$ cat src/rtl/acc_4bit_seq_if.sv
// ---------------------------------------------------------------------------
// acc_4bit_seq_if
//   Command push channel into the accumulator sequencer.
//   master : command producer (drives in_valid / in_ctrl / in_b / in_rpt)
//   slave  : sequencer (drives in_ready)
//   A command is accepted on a rising clk edge with in_valid && in_ready.
// ---------------------------------------------------------------------------
interface acc_4bit_seq_if #(
    parameter int RPT_W = 4
);
    logic             in_valid;   // push request
    logic             in_ready;   // FIFO not full
    logic [4:0]       in_ctrl;    // accumulator {m,s}
    logic [3:0]       in_b;       // accumulator operand
    logic [RPT_W-1:0] in_rpt;     // command issued in_rpt+1 cycles

    modport master (
        output in_valid, in_ctrl, in_b, in_rpt,
        input  in_ready
    );

    modport slave (
        input  in_valid, in_ctrl, in_b, in_rpt,
        output in_ready
    );
endinterface

$ cat src/rtl/acc_4bit_seq.sv
// ---------------------------------------------------------------------------
// acc_4bit_seq
//   Command sequencer sitting directly upstream of the 4-bit accumulator.
//   Commands {ctrl, b, rpt} are buffered in a DEPTH-entry FIFO. On start the
//   head command is driven onto ctrl/b for rpt+1 consecutive cycles, then the
//   next one follows with no bubble. While not issuing, NOP_CTRL is driven so
//   the accumulator holds its value. The accumulator's carry-out is counted
//   (saturating) and can optionally halt issue.
//
// Ports
//   clk, rst_n   clock / asynchronous active-low reset
//   cmd          command push channel (slave side of acc_4bit_seq_if)
//   start        pulse: begin issuing from IDLE, resume from HALT
//   clear        pulse: flush FIFO, return to IDLE (wins over everything)
//   halt_en      stop issuing after an op that produced a carry
//   acc_cout     accumulator carry-out for the op driven this cycle
//   ctrl, b      accumulator control / operand
//   issue        ctrl/b carry a real command this cycle
//   busy/halted  state is RUN / HALT
//   done         one-cycle pulse alongside the final issued op
//   cout_cnt     saturating count of carries seen on issue cycles
//   level        FIFO occupancy 0..DEPTH
// ---------------------------------------------------------------------------
module acc_4bit_seq #(
    parameter int         DEPTH    = 8,
    parameter int         RPT_W    = 4,
    parameter logic [4:0] NOP_CTRL = 5'b11111
) (
    input  logic                     clk,
    input  logic                     rst_n,
    acc_4bit_seq_if.slave            cmd,
    input  logic                     start,
    input  logic                     clear,
    input  logic                     halt_en,
    input  logic                     acc_cout,
    output logic [4:0]               ctrl,
    output logic [3:0]               b,
    output logic                     issue,
    output logic                     busy,
    output logic                     halted,
    output logic                     done,
    output logic [7:0]               cout_cnt,
    output logic [$clog2(DEPTH):0]   level
);

    localparam int            AW       = $clog2(DEPTH);
    localparam logic [AW:0]   LVL_FULL = (AW+1)'(DEPTH);
    localparam logic [AW:0]   LVL_ONE  = (AW+1)'(1);

    typedef struct packed {
        logic [4:0]       ctrl;
        logic [3:0]       b;
        logic [RPT_W-1:0] rpt;
    } cmd_t;

    typedef enum logic [1:0] {
        S_IDLE = 2'd0,
        S_RUN  = 2'd1,
        S_HALT = 2'd2
    } state_t;

    state_t           r_state;
    state_t           w_next;

    cmd_t             r_mem [DEPTH];
    logic [AW-1:0]    r_wptr;
    logic [AW-1:0]    r_rptr;
    logic [AW:0]      r_level;
    logic [RPT_W-1:0] r_rpt;
    logic [7:0]       r_cout_cnt;

    logic [AW-1:0]    w_rptr_nxt;
    cmd_t             w_head;
    logic [RPT_W-1:0] w_rpt_nxt;
    logic             w_full;
    logic             w_push;
    logic             w_run;
    logic             w_pop;
    logic             w_last;

    // -----------------------------------------------------------------------
    // FIFO status / handshake
    // -----------------------------------------------------------------------
    // in_ready looks at the registered level only, so a pop in the same
    // cycle never opens a slot for a push while full.
    assign w_full       = (r_level == LVL_FULL);
    assign cmd.in_ready = !w_full;
    assign w_push       = cmd.in_valid && !w_full && !clear;

    assign w_rptr_nxt   = r_rptr + 1'b1;     // wraps: DEPTH is a power of 2
    assign w_head       = r_mem[r_rptr];
    assign w_rpt_nxt    = r_mem[w_rptr_nxt].rpt;

    assign w_run        = (r_state == S_RUN);
    // Head retires once its repeat count is exhausted.
    assign w_pop        = w_run && (r_rpt == '0) && !clear;
    // Last op: the pop empties the FIFO. A same-cycle push lands in the FIFO
    // but is not picked up by this run.
    assign w_last       = w_pop && (r_level == LVL_ONE);

    // -----------------------------------------------------------------------
    // FSM: state register
    // -----------------------------------------------------------------------
    always_ff @(posedge clk or negedge rst_n) begin
        if (!rst_n) r_state <= S_IDLE;
        else        r_state <= w_next;
    end

    // -----------------------------------------------------------------------
    // FSM: next state
    // -----------------------------------------------------------------------
    always_comb begin
        w_next = r_state;
        if (clear) begin
            w_next = S_IDLE;
        end else begin
            case (r_state)
                S_IDLE: if (start && (r_level != '0)) w_next = S_RUN;
                // The carrying op still counts as issued; if it was the
                // final one the run simply ends instead of halting.
                S_RUN: begin
                    if (w_last)                   w_next = S_IDLE;
                    else if (acc_cout && halt_en) w_next = S_HALT;
                end
                S_HALT: if (start) w_next = S_RUN;
                default: w_next = S_IDLE;
            endcase
        end
    end

    // -----------------------------------------------------------------------
    // FSM: outputs (combinational from state and FIFO head)
    // -----------------------------------------------------------------------
    always_comb begin
        ctrl   = NOP_CTRL;
        b      = 4'd0;
        issue  = 1'b0;
        busy   = 1'b0;
        halted = 1'b0;
        done   = 1'b0;
        case (r_state)
            S_RUN: begin
                ctrl  = w_head.ctrl;
                b     = w_head.b;
                issue = 1'b1;
                busy  = 1'b1;
                done  = w_last;
            end
            S_HALT:  halted = 1'b1;
            default: ;
        endcase
    end

    // -----------------------------------------------------------------------
    // FIFO storage (data only, no reset needed: never read while empty)
    // -----------------------------------------------------------------------
    always_ff @(posedge clk) begin
        if (w_push) r_mem[r_wptr] <= '{ctrl: cmd.in_ctrl, b: cmd.in_b, rpt: cmd.in_rpt};
    end

    // -----------------------------------------------------------------------
    // FIFO pointers and occupancy
    // -----------------------------------------------------------------------
    always_ff @(posedge clk or negedge rst_n) begin
        if (!rst_n) begin
            r_wptr  <= '0;
            r_rptr  <= '0;
            r_level <= '0;
        end else if (clear) begin
            r_wptr  <= '0;
            r_rptr  <= '0;
            r_level <= '0;
        end else begin
            if (w_push) r_wptr <= r_wptr + 1'b1;
            if (w_pop)  r_rptr <= w_rptr_nxt;
            case ({w_push, w_pop})
                2'b10:   r_level <= r_level + 1'b1;
                2'b01:   r_level <= r_level - 1'b1;
                default: ;
            endcase
        end
    end

    // -----------------------------------------------------------------------
    // Repeat counter: remaining extra cycles for the current head.
    // Held while halted so a resume continues mid-command.
    // -----------------------------------------------------------------------
    always_ff @(posedge clk or negedge rst_n) begin
        if (!rst_n) begin
            r_rpt <= '0;
        end else if (clear) begin
            r_rpt <= '0;
        end else if ((r_state == S_IDLE) && (w_next == S_RUN)) begin
            r_rpt <= w_head.rpt;
        end else if (w_run) begin
            if (r_rpt != '0)         r_rpt <= r_rpt - 1'b1;
            else if (r_level > LVL_ONE) r_rpt <= w_rpt_nxt;
            else                     r_rpt <= '0;
        end
    end

    // -----------------------------------------------------------------------
    // Carry event counter: saturates, only reset clears it
    // -----------------------------------------------------------------------
    always_ff @(posedge clk or negedge rst_n) begin
        if (!rst_n) begin
            r_cout_cnt <= 8'd0;
        end else if (w_run && acc_cout && (r_cout_cnt != 8'hFF)) begin
            r_cout_cnt <= r_cout_cnt + 8'd1;
        end
    end

    assign cout_cnt = r_cout_cnt;
    assign level    = r_level;

endmodule

$ cat src/flat_wrapper.sv
// flat-port wrapper written by rule: the top's interface ports become plain ports
module acc_4bit_seq_flat 
#(
    parameter int         DEPTH    = 8,
    parameter int         RPT_W    = 4,
    parameter logic [4:0] NOP_CTRL = 5'b11111
)
  (clk, rst_n, start, clear, halt_en, acc_cout, ctrl, b, issue, busy, halted, done, cout_cnt, level, cmd_in_valid, cmd_in_ctrl, cmd_in_b, cmd_in_rpt, cmd_in_ready);
  acc_4bit_seq_if #(.RPT_W(RPT_W)) cmd_i ();
  input  logic clk;
  input  logic rst_n;
  input  logic start;
  input  logic clear;
  input  logic halt_en;
  input  logic acc_cout;
  output logic [4:0] ctrl;
  output logic [3:0] b;
  output logic issue;
  output logic busy;
  output logic halted;
  output logic done;
  output logic [7:0] cout_cnt;
  output logic [$clog2(DEPTH):0] level;
  input wire logic [$bits(cmd_i.in_valid)-1:0] cmd_in_valid;
  input wire logic [$bits(cmd_i.in_ctrl)-1:0] cmd_in_ctrl;
  input wire logic [$bits(cmd_i.in_b)-1:0] cmd_in_b;
  input wire logic [$bits(cmd_i.in_rpt)-1:0] cmd_in_rpt;
  output wire logic [$bits(cmd_i.in_ready)-1:0] cmd_in_ready;
  assign cmd_i.in_valid = cmd_in_valid;
  assign cmd_i.in_ctrl = cmd_in_ctrl;
  assign cmd_i.in_b = cmd_in_b;
  assign cmd_i.in_rpt = cmd_in_rpt;
  assign cmd_in_ready = cmd_i.in_ready;
  acc_4bit_seq #(.DEPTH(DEPTH), .RPT_W(RPT_W), .NOP_CTRL(NOP_CTRL)) u_core (.clk(clk), .rst_n(rst_n), .cmd(cmd_i), .start(start), .clear(clear), .halt_en(halt_en), .acc_cout(acc_cout), .ctrl(ctrl), .b(b), .issue(issue), .busy(busy), .halted(halted), .done(done), .cout_cnt(cout_cnt), .level(level));
endmodule
$ cat config.mk
export PLATFORM = sky130hd
export DESIGN_NAME = acc_4bit_seq_flat
export DESIGN_NICKNAME = d
export VERILOG_FILES = /design/src/rtl/acc_4bit_seq_if.sv /design/src/rtl/acc_4bit_seq.sv /design/src/flat_wrapper.sv
export SDC_FILE = /design/constraint.sdc
export NUM_CORES = 1
export LEC_CHECK = 0
export CAP_MARGIN = 20
export CORE_UTILIZATION = 58
export DETAILED_ROUTE_END_ITERATION = 10
export GPL_TIMING_DRIVEN = 0
export PLACE_DENSITY_LB_ADDON = 0.2
export SETUP_SLACK_MARGIN = 0.1
export SLEW_MARGIN = 0
export SYNTH_ARGS = -nofsm -noshare
export SYNTH_HDL_FRONTEND = slang
export SYNTH_SLANG_ARGS = --single-unit
$ cat constraint.sdc
create_clock -name clk -period 3.3 [get_ports clk]
set_input_delay 0.825 -clock clk [delete_from_list [all_inputs] [get_ports clk]]
set_output_delay 0.825 -clock clk [all_outputs]
set_load 0.02 [all_outputs]
Word-level counts from Yosys, hierarchy flattened. Memory sizes are Yosys's and may differ from the RTL's. Cells that the tools add are included.

Flip-flop bits (word level): 24. Bits in writable memories: 104. Input bits: 20. Output and inout bits: 26. Logic and storage cells: 66. Memories: 1.

Add/sub/neg operators: 6. Order comparisons: 1. Eq/ne operators: 8. Muxes and demuxes: 24. Reductions and logical operators: 20.

Memories: u_core.r_mem (depth 8, bits a word 13, read ports 2, clocked after Yosys merged registers in 0, write ports 1, line acc_4bit_seq.sv:65) `cmd_t r_mem [DEPTH];`.

Operators with widths (number): 4-bit two-way mux (7); 3-bit two-way mux (4); 1-bit logical AND (10); 2-bit two-way mux (5); 8-bit by 1-bit adder with 8-bit output, second input constant (1); 8-bit inequality test, second input constant (1); 4-bit case mux with 2 select lines (1); 4-bit nonzero test (2); 4-bit by 1-bit subtractor with 4-bit output, second input constant (2); 3-bit by 1-bit adder with 3-bit output, second input constant (2); 2-bit by 1-bit equality test with 1-bit output, second input constant (3); 2-bit case mux with 3 select lines (1); 3-bit nonzero test (2); 1-bit two-way mux (5); 5-bit two-way mux (1); 4-bit by 1-bit adder with 4-bit output, second input constant (1); 2-bit equality test, second input constant (2); 4-bit by 1-bit equality test with 1-bit output, second input constant (1); 4-bit equality test, second input constant (1); 4-bit by 1-bit greater-than comparator with 1-bit output, second input constant (1); 4-bit logical NOT (1); 2-bit nonzero test (2); 1-bit logical NOT (2); 2-bit logical NOT (1).

Logic depth before layout (Yosys ltp). Gate-level depths: netlist (run 1).

Depth after elaboration: 11. Mapped depth: 7. Depth with buffers taken out: 7.

Worst setup path before layout (run 1). OpenSTA, ideal clock, no wires.

Path kind: register to register. Start: reg u_core.r_level[0], in the netlist u_core.level[0]. End: mem u_core.r_mem[0][0] in the netlist's numbering (enable). Library setup time: 0.400 ns. Arrival time: 2.629 ns. Required time: 2.900 ns. Slack: 0.272 ns. Stages on the path, launching flop included: 7. Path buffers: 0. Clock period less this slack: 3.028 ns. Path through: dfrtp_1 > inv_1 > ha_1 > nand3b_1 > nand2_2 > or3_1 > nor3_1.

Word-level cells in the longest chain between the ends: 6.

Ends and longest elaborated chain: start: declaration (line acc_4bit_seq.sv:68) `logic [AW:0] r_level;`; start signal: assignment (line acc_4bit_seq.sv:177) `2'b10: r_level <= r_level + 1'b1;`; start signal: assignment (line acc_4bit_seq.sv:178) `2'b01: r_level <= r_level - 1'b1;`; 4-bit equality test (line acc_4bit_seq.sv:86) `assign w_full = (r_level == LVL_FULL);`; 1-bit logical NOT; net cmd_in_ready (line flat_wrapper.sv:28) `output wire logic [$bits(cmd_i.in_ready)-1:0] cmd_in_ready;`; 1-bit logical AND (2 in series) (line acc_4bit_seq.sv:88) `assign w_push = cmd.in_valid && !w_full && !clear;`; 1-bit two-way mux (line acc_4bit_seq.sv:158) `if (w_push) r_mem[r_wptr] <= '{ctrl: cmd.in_ctrl, b: cmd.in_b, rpt: cmd.in_rpt};`; 1-bit two-way mux (implied by the code) (line acc_4bit_seq.sv:158); end: declaration (line acc_4bit_seq.sv:65).

The timed path passes the listed nets, and every way through them passes these cells.

Worst setup path after layout (run 1).
Start: reg u_core.r_rptr[0]. End: out ctrl[2].

Word-level cells in the longest chain between the ends: 2.

Ends and longest elaborated chain: start: declaration (line acc_4bit_seq.sv:67) `logic [AW-1:0] r_rptr;`; start signal: assignment (line acc_4bit_seq.sv:175) `if (w_pop) r_rptr <= w_rptr_nxt;`; memory read 8 x 13 bit; 5-bit two-way mux (line acc_4bit_seq.sv:141) `case (r_state)`; end: declaration (line flat_wrapper.sv:16) `output logic [4:0] ctrl;`.

No other way between the ends.

==> results of run 1 <==
## per-layer routing
layer,up-vias,wire [um],global-route usage
li1,1537,-,-
met3,20,478,0.07798
met2,120,6299,0.4296
met5,-,0,0
met4,0,210,0.1171
met1,1761,5095,0.3244
## metrics by stage
stage / cell area [um2] / utilization
finish: 7072 / 0.7511
global route: 7072 / 0.7511
CTS: 7088 / 0.7528
detailed placement: 6416 / 0.6815
global placement: 6341 / 0.6735
floorplan: 5729 / -
## Yosys cell counts (all sizes together), types with 2 or more instances
library cell,instances,share of area
o32ai,3,0.0046
clkbuf,3,0.0020
or3b,2,0.0035
and3,2,0.0022
inv,10,0.0066
xnor2,7,0.011
edfxtp,104,0.55
nand3,4,0.0035
nor2b,6,0.0066
o31ai,3,0.0039
a21oi,6,0.0052
nor3b,2,0.0035
nand2,21,0.014
xor2,9,0.017
o21ai,3,0.0033
mux2,2,0.0039
or3,2,0.0022
dfrtp,24,0.10
nand4,5,0.0055
mux4,31,0.12
buf,14,0.016
o22ai,3,0.0033
nor2,33,0.022
nand2b,3,0.0033
nor4,2,0.0022
ha,8,0.017
a221oi,2,0.0031
mux2i,20,0.035
nor3,6,0.0052
nand3b,2,0.0026
## kinds of logic (layout without fill, tap and decap cells)
group	Yosys count	count (layout)	synth area share
AOI/OAI and AO/OA	31	31	0.03932
xor gates and xnor gates	16	16	0.02774
buffers and inverters	27	114	0.02424
muxes	53	53	0.1607
and+or+nand+nor	92	92	0.07884
DFF	128	128	0.6499
adders and majority gates	9	9	0.01922
## timing repair
item                       4_1_cts  5_1_grt
buffers inserted                 4        0
gates cloned                     1        0
gates resized for setup         42       10
setup endpoints to repair       10        8
## cell type report
class / count / area [um2]
buffer: 16 / 143.9
clock buffer: 17 / 414.1
clock inverter: 14 / 140.1
fill: 561 / 2344
inverter: 10 / 37.54
multi-input combinational: 201 / 1891
sequential: 128 / 3724
tap: 129 / 161.4
timing repair buffer: 57 / 560.5
## worst max-delay path: stages, from the launching register on
cell       delay [ns]
dfrtp_1          0.38
buf_6            0.12
buf_12           0.11
bufbuf_16        0.27
mux4_2           0.50
mux2i_1          0.16
nand2_1          0.10
buf_6            0.15
## state kept, by name, indices dropped and copies added, names as in the netlist
| register | flops |
|---|---|
| u_core.cout_cnt | 8 |
| u_core.level | 4 |
| u_core.r_mem | 104 |
| u_core.r_rpt | 4 |
| u_core.r_rptr | 3 |
| u_core.r_state | 2 |
| u_core.r_wptr | 3 |
## cell usage in the layout (no fill, tap or decap), drive strengths merged, types with 3 or more instances in the layout
master         Yosys  routed
a21oi              6       6
buf               14      31
clkbuf             3      22
clkdlybuf4s50      0      35
clkinv             0       8
dfrtp             24      24
edfxtp           104     104
ha                 8       8
inv               10      13
mux2i             20      20
mux4              31      31
nand2             21      21
nand2b             3       3
nand3              4       4
nand4              5       5
nor2              33      33
nor2b              6       6
nor3               6       6
o21ai              3       3
o22ai              3       3
o31ai              3       3
o32ai              3       3
xnor2              7       7
xor2               9       9
## power breakdown
part           switching [uW]  internal (uW)  leakage [uW]  total, uW
logic                     859            889      0.000940       1750
clock network             703           1070      0.000276       1770
registers                 124           1860       0.00126       1980
## worst max-delay path by stage
stage	cells after the start	startpoint	to	slack (ns)
final	7	u_core.r_rptr[0]	ctrl[2]	0.17
after global routing	8	u_core.r_rptr[0]	ctrl[1]	0.09
after CTS	7	u_core.r_rptr[1]	ctrl[1]	0.08
after detailed placement	7	u_core.r_rptr[0]	ctrl[1]	-0.03
after global placement	4	cmd_in_valid	u_core.r_mem[0][9]	-1.00
after floorplan	6	u_core.level[0]	u_core.r_mem[0][0]	0.27
==> metrics.cfg, run 1 <==
[run_status]
outcome=finished clean

[placed_design]
dp_slack_ns=-0.02532
dp_hpwl_um=7594
portBuffers=45
gp_congestion=0.8090
placed_cells=536

[route]
drt-total-wl_um=12080
wl_per_cell_um=21.12
drtIter0Drc=219
first_pass_iters=4
drcViolationCount=0
drt-vias-per-instance=6.010
vias=3438
ant_nets=0

[worst_setup_path]
r2r_start=u_core.level[0]
critical_path.max_fanout=5
r2r_cells=7
critical_path_class=reg2out
cp.required_ns=2.47
cp-start-kind=register
arrival_ns=2.31
r2r-end=u_core.r_mem[4][1]
endpoint_kind=output port
reg2reg_slack_ns=0.37

[sta]
worstMarginPinSlew_ns=0.9296
holdWs_ns=0.5075
hold_violations=0
layout_min_cycle_time_ns=3.131
setup_slack_ns=0.1687
relSlewSlack=0.3796
drv_slew=0
fin_crit_sh=0.9489
fmax_mhz=319.4
fin_skew_ns=0.009739
setup-violations-final=0
rsz0062_at_grt=yes
tns_ns=0

[die]
dieWidth_um=101.4
rows=35
dieArea_um2=10280
start_util=0.6085
io_pins=46
dieHeight_um=101.4
core_area_um2=9415

[cells_and_area]
synthToLayoutAreaGrowth_pct=23.43
finalNetCount=459
diodes=0
drive_gt1_frac=0.2483
final_cells=572

[yosys]
async_flop_share=0.1875
avgSynthCellArea_um2=16.09
synthesis.instances=356
yosysWarnings=0
yosysSeqAreaShare=0.6499
synth_cell_types=53
synth_area_um2=5729
synth_fp_nets=384
ys_seq_elements=128
synth_edf_count=104
ys.flop_type=edfxtp_1

[cts]
h-tree-depth=4
cts_tree=yes
numCtsBuffers=17
ctsHoldBuffers=0
clk_latency_ns=0.53
cts-root-buf=clkbuf_8
clockBufferDepth=2
path_clk_slew_ns=0.06
clock_sinks=128

[global_route]
grt_pass1_vias=3548
grt_use_total=0.2616
antenna_found_initial=0
grt-ovfl-total=0
grt_max_degree=25
grt_pass1_wl_um=18750

[power]
total_power_uw=5500
cellPowerDensity_nw_per_um2=777.8
p_leak_uw=0.002479
ir_worst_vdd_mv=0.5269

[hold_path]
hold_path_end=u_core.cout_cnt[6]
holdCritPathClass=reg2reg
hold_depth=1
min_from=u_core.cout_cnt[6]

[flow_run]
max_cap_viol_count=0

(Power assumes the default switching activity.)
==> run 2: changes to the inputs <==
--- a/config.mk
+++ b/config.mk
@@ -5,8 +5,9 @@
 export SDC_FILE = /design/constraint.sdc
 export NUM_CORES = 1
 export LEC_CHECK = 0
-export CAP_MARGIN = 20
+export CORE_MARGIN = 4
 export CORE_UTILIZATION = 58
+export CTS_BUF_LIST = sky130_fd_sc_hd__clkbuf_16
 export DETAILED_ROUTE_END_ITERATION = 10
 export GPL_TIMING_DRIVEN = 0
 export PLACE_DENSITY_LB_ADDON = 0.2
==> run 2 against run 1 <==
Effect of this change:
- first-iteration DRC count up 22%
- sequential share of layout area did not move
- sequential cell count stayed put
- clock power increased by 6%
- core utilization down 2.1 points
- non-clock buffer count shrank 4
- maximum frequency increased by 1.2%
- cell count up 0.17%
- worst setup slack improved by 0.037 ns
- hold slack lost 0.0043 ns
- via count down 2.2%
- clock skew is essentially flat
- largest cell class unchanged
==> metrics.cfg, run 2 (synthesis results as in run 1) <==
[sta]
relSlewSlack=0.2428
fin_skew_ns=0.01001
setup-violations-final=0
worstMarginPinSlew_ns=1.132
hold_violations=0
fin_crit_sh=0.9375
layout_min_cycle_time_ns=3.094
drv_slew=0
rsz0062_at_grt=yes
fmax_mhz=323.2

[power]
p_leak_uw=0.002486
ir_worst_vdd_mv=0.4801
cellPowerDensity_nw_per_um2=779.9

[route]
drt-total-wl_um=11990
wl_met1_um=4972
ant_nets=0
dr.max_layer_used=met4
routed-wl-met3_um=710
first_pass_iters=4
vias=3364
wl_per_cell_um=20.93
drt-vias-per-instance=5.871
drtIter0Drc=268
wl_met2_um=6091
drcViolationCount=0

[global_route]
grt_max_degree=25
grt-ovfl-total=0
grt_use_total=0.2307
grt_pass1_vias=3522
antenna_found_initial=0
grt_pass1_wl_um=19060

[flow_run]
max_cap_viol_count=0

[cells_and_area]
fin_util=0.7302
top_register=u_core.r_mem
finalNetCount=455
drive_gt1_frac=0.2318
synthToLayoutAreaGrowth_pct=23.43
mostFrequentLayoutCell=edfxtp_1
final_cells=573
largest_reg_flops=104
final_cell_mix=edfxtp_1, clkdlybuf4s50_1, mux4_2
diodes=0

[hold_path]
holdCritPathClass=reg2reg

[cts]
clock_sinks=128
cts_tree=yes
numCtsBuffers=17
path_clk_slew_ns=0.06
h-tree-depth=4
clockBufferDepth=2
ctsHoldBuffers=0
clk_latency_ns=0.42
cts-root-buf=clkbuf_16

[die]
core_area_um2=9684
start_util=0.5916
dieArea_um2=11530
dieWidth_um=107.4
dieHeight_um=107.4
io_pins=46
rows=36

[worst_setup_path]
cp.required_ns=2.47
arrival_ns=2.27
critical_path.max_fanout=10
endpoint_kind=output port
cp-start-kind=register
critical_path_class=reg2out

[placed_design]
placed_cells=538
gp_congestion=0.8375
portBuffers=45
dp_hpwl_um=7640

[run_status]
outcome=finished clean

-- run 2: cell count changes in the layout (fill, tap and decap cells not counted), moves of 2 or more --
cell             change
nor2_1               -2
dlygate4sd2_1        +3
nor2_2               +2
buf_8                -2
buf_2                -5
clkdlybuf4s15_1      +2
-- run 2: what timing repair did --
item                                    CTS  global route
gates resized for setup                  28             6
setup buffers                             4             0
endpoints found under the setup margin   10             7
pin swaps                                 0             0
-- run 2: through the flow --
stage	setup TNS, ns	total power [uW]	setup slack, ns	cell area [um2]	hold WS (ns)
finish	0	5516	0.2061	7072	0.5032
global route	0	5786	0.03125	7072	0.5334
CTS	0	5544	0.1136	7074	0.5088
detailed placement	-0.04365	3541	-0.01292	6411	0.4927
global placement	-32.51	3510	-0.8961	6346	0.4866
floorplan	0	3083	0.2716	5729	0.5265
-- run 2: worst paths after layout --
check	start	to	slack, ns	cells after the start
min	u_core.cout_cnt[6]	u_core.cout_cnt[6]	0.50	1
min reg2reg	u_core.cout_cnt[6]	u_core.cout_cnt[6]	0.50	1
min in group asynchronous	rst_n	u_core.r_state[1]	1.01	1
max	u_core.r_rptr[0]	ctrl[4]	0.21	7
max reg2reg	u_core.level[0]	u_core.r_mem[4][1]	0.51	7
max in group asynchronous	rst_n	u_core.cout_cnt[0]	1.60	1
-- run 2: worst max-delay path, cell delays in order, from the launching register on --
cell and delay [ns]:
dfrtp_1 0.37, buf_6 0.16, buf_12 0.13, buf_12 0.15, mux4_2 0.50, mux2i_1 0.14
nand2_1 0.07, dlygate4sd2_1 0.32
-- run 2: power by group --
group / internal [uW] / switching [uW]
clock network: 1180 / 685
logic: 832 / 840
registers: 1860 / 119
total: 3870 / 1640
-- run 2: layout make-up --
class | count | area, um2
flip-flops and latches | 128 | 3724
fillers | 616 | 2613
multi-input cells | 201 | 1896
repair buffers | 53 | 514.2
clock buffers | 17 | 425.4
clock inverters | 15 | 166.4
well taps | 133 | 166.4
plain buffers | 16 | 140.1
inverters | 10 | 40.04
-- run 2: routing by layer --
| layer | vias up | GRT usage |
|---|---|---|
| met2 | 115 | 0.3722 |
| met1 | 1688 | 0.2920 |
| met3 | 25 | 0.06839 |
| met5 | - | 0 |
| li1 | 1536 | - |
| met4 | 0 | 0.1019 |
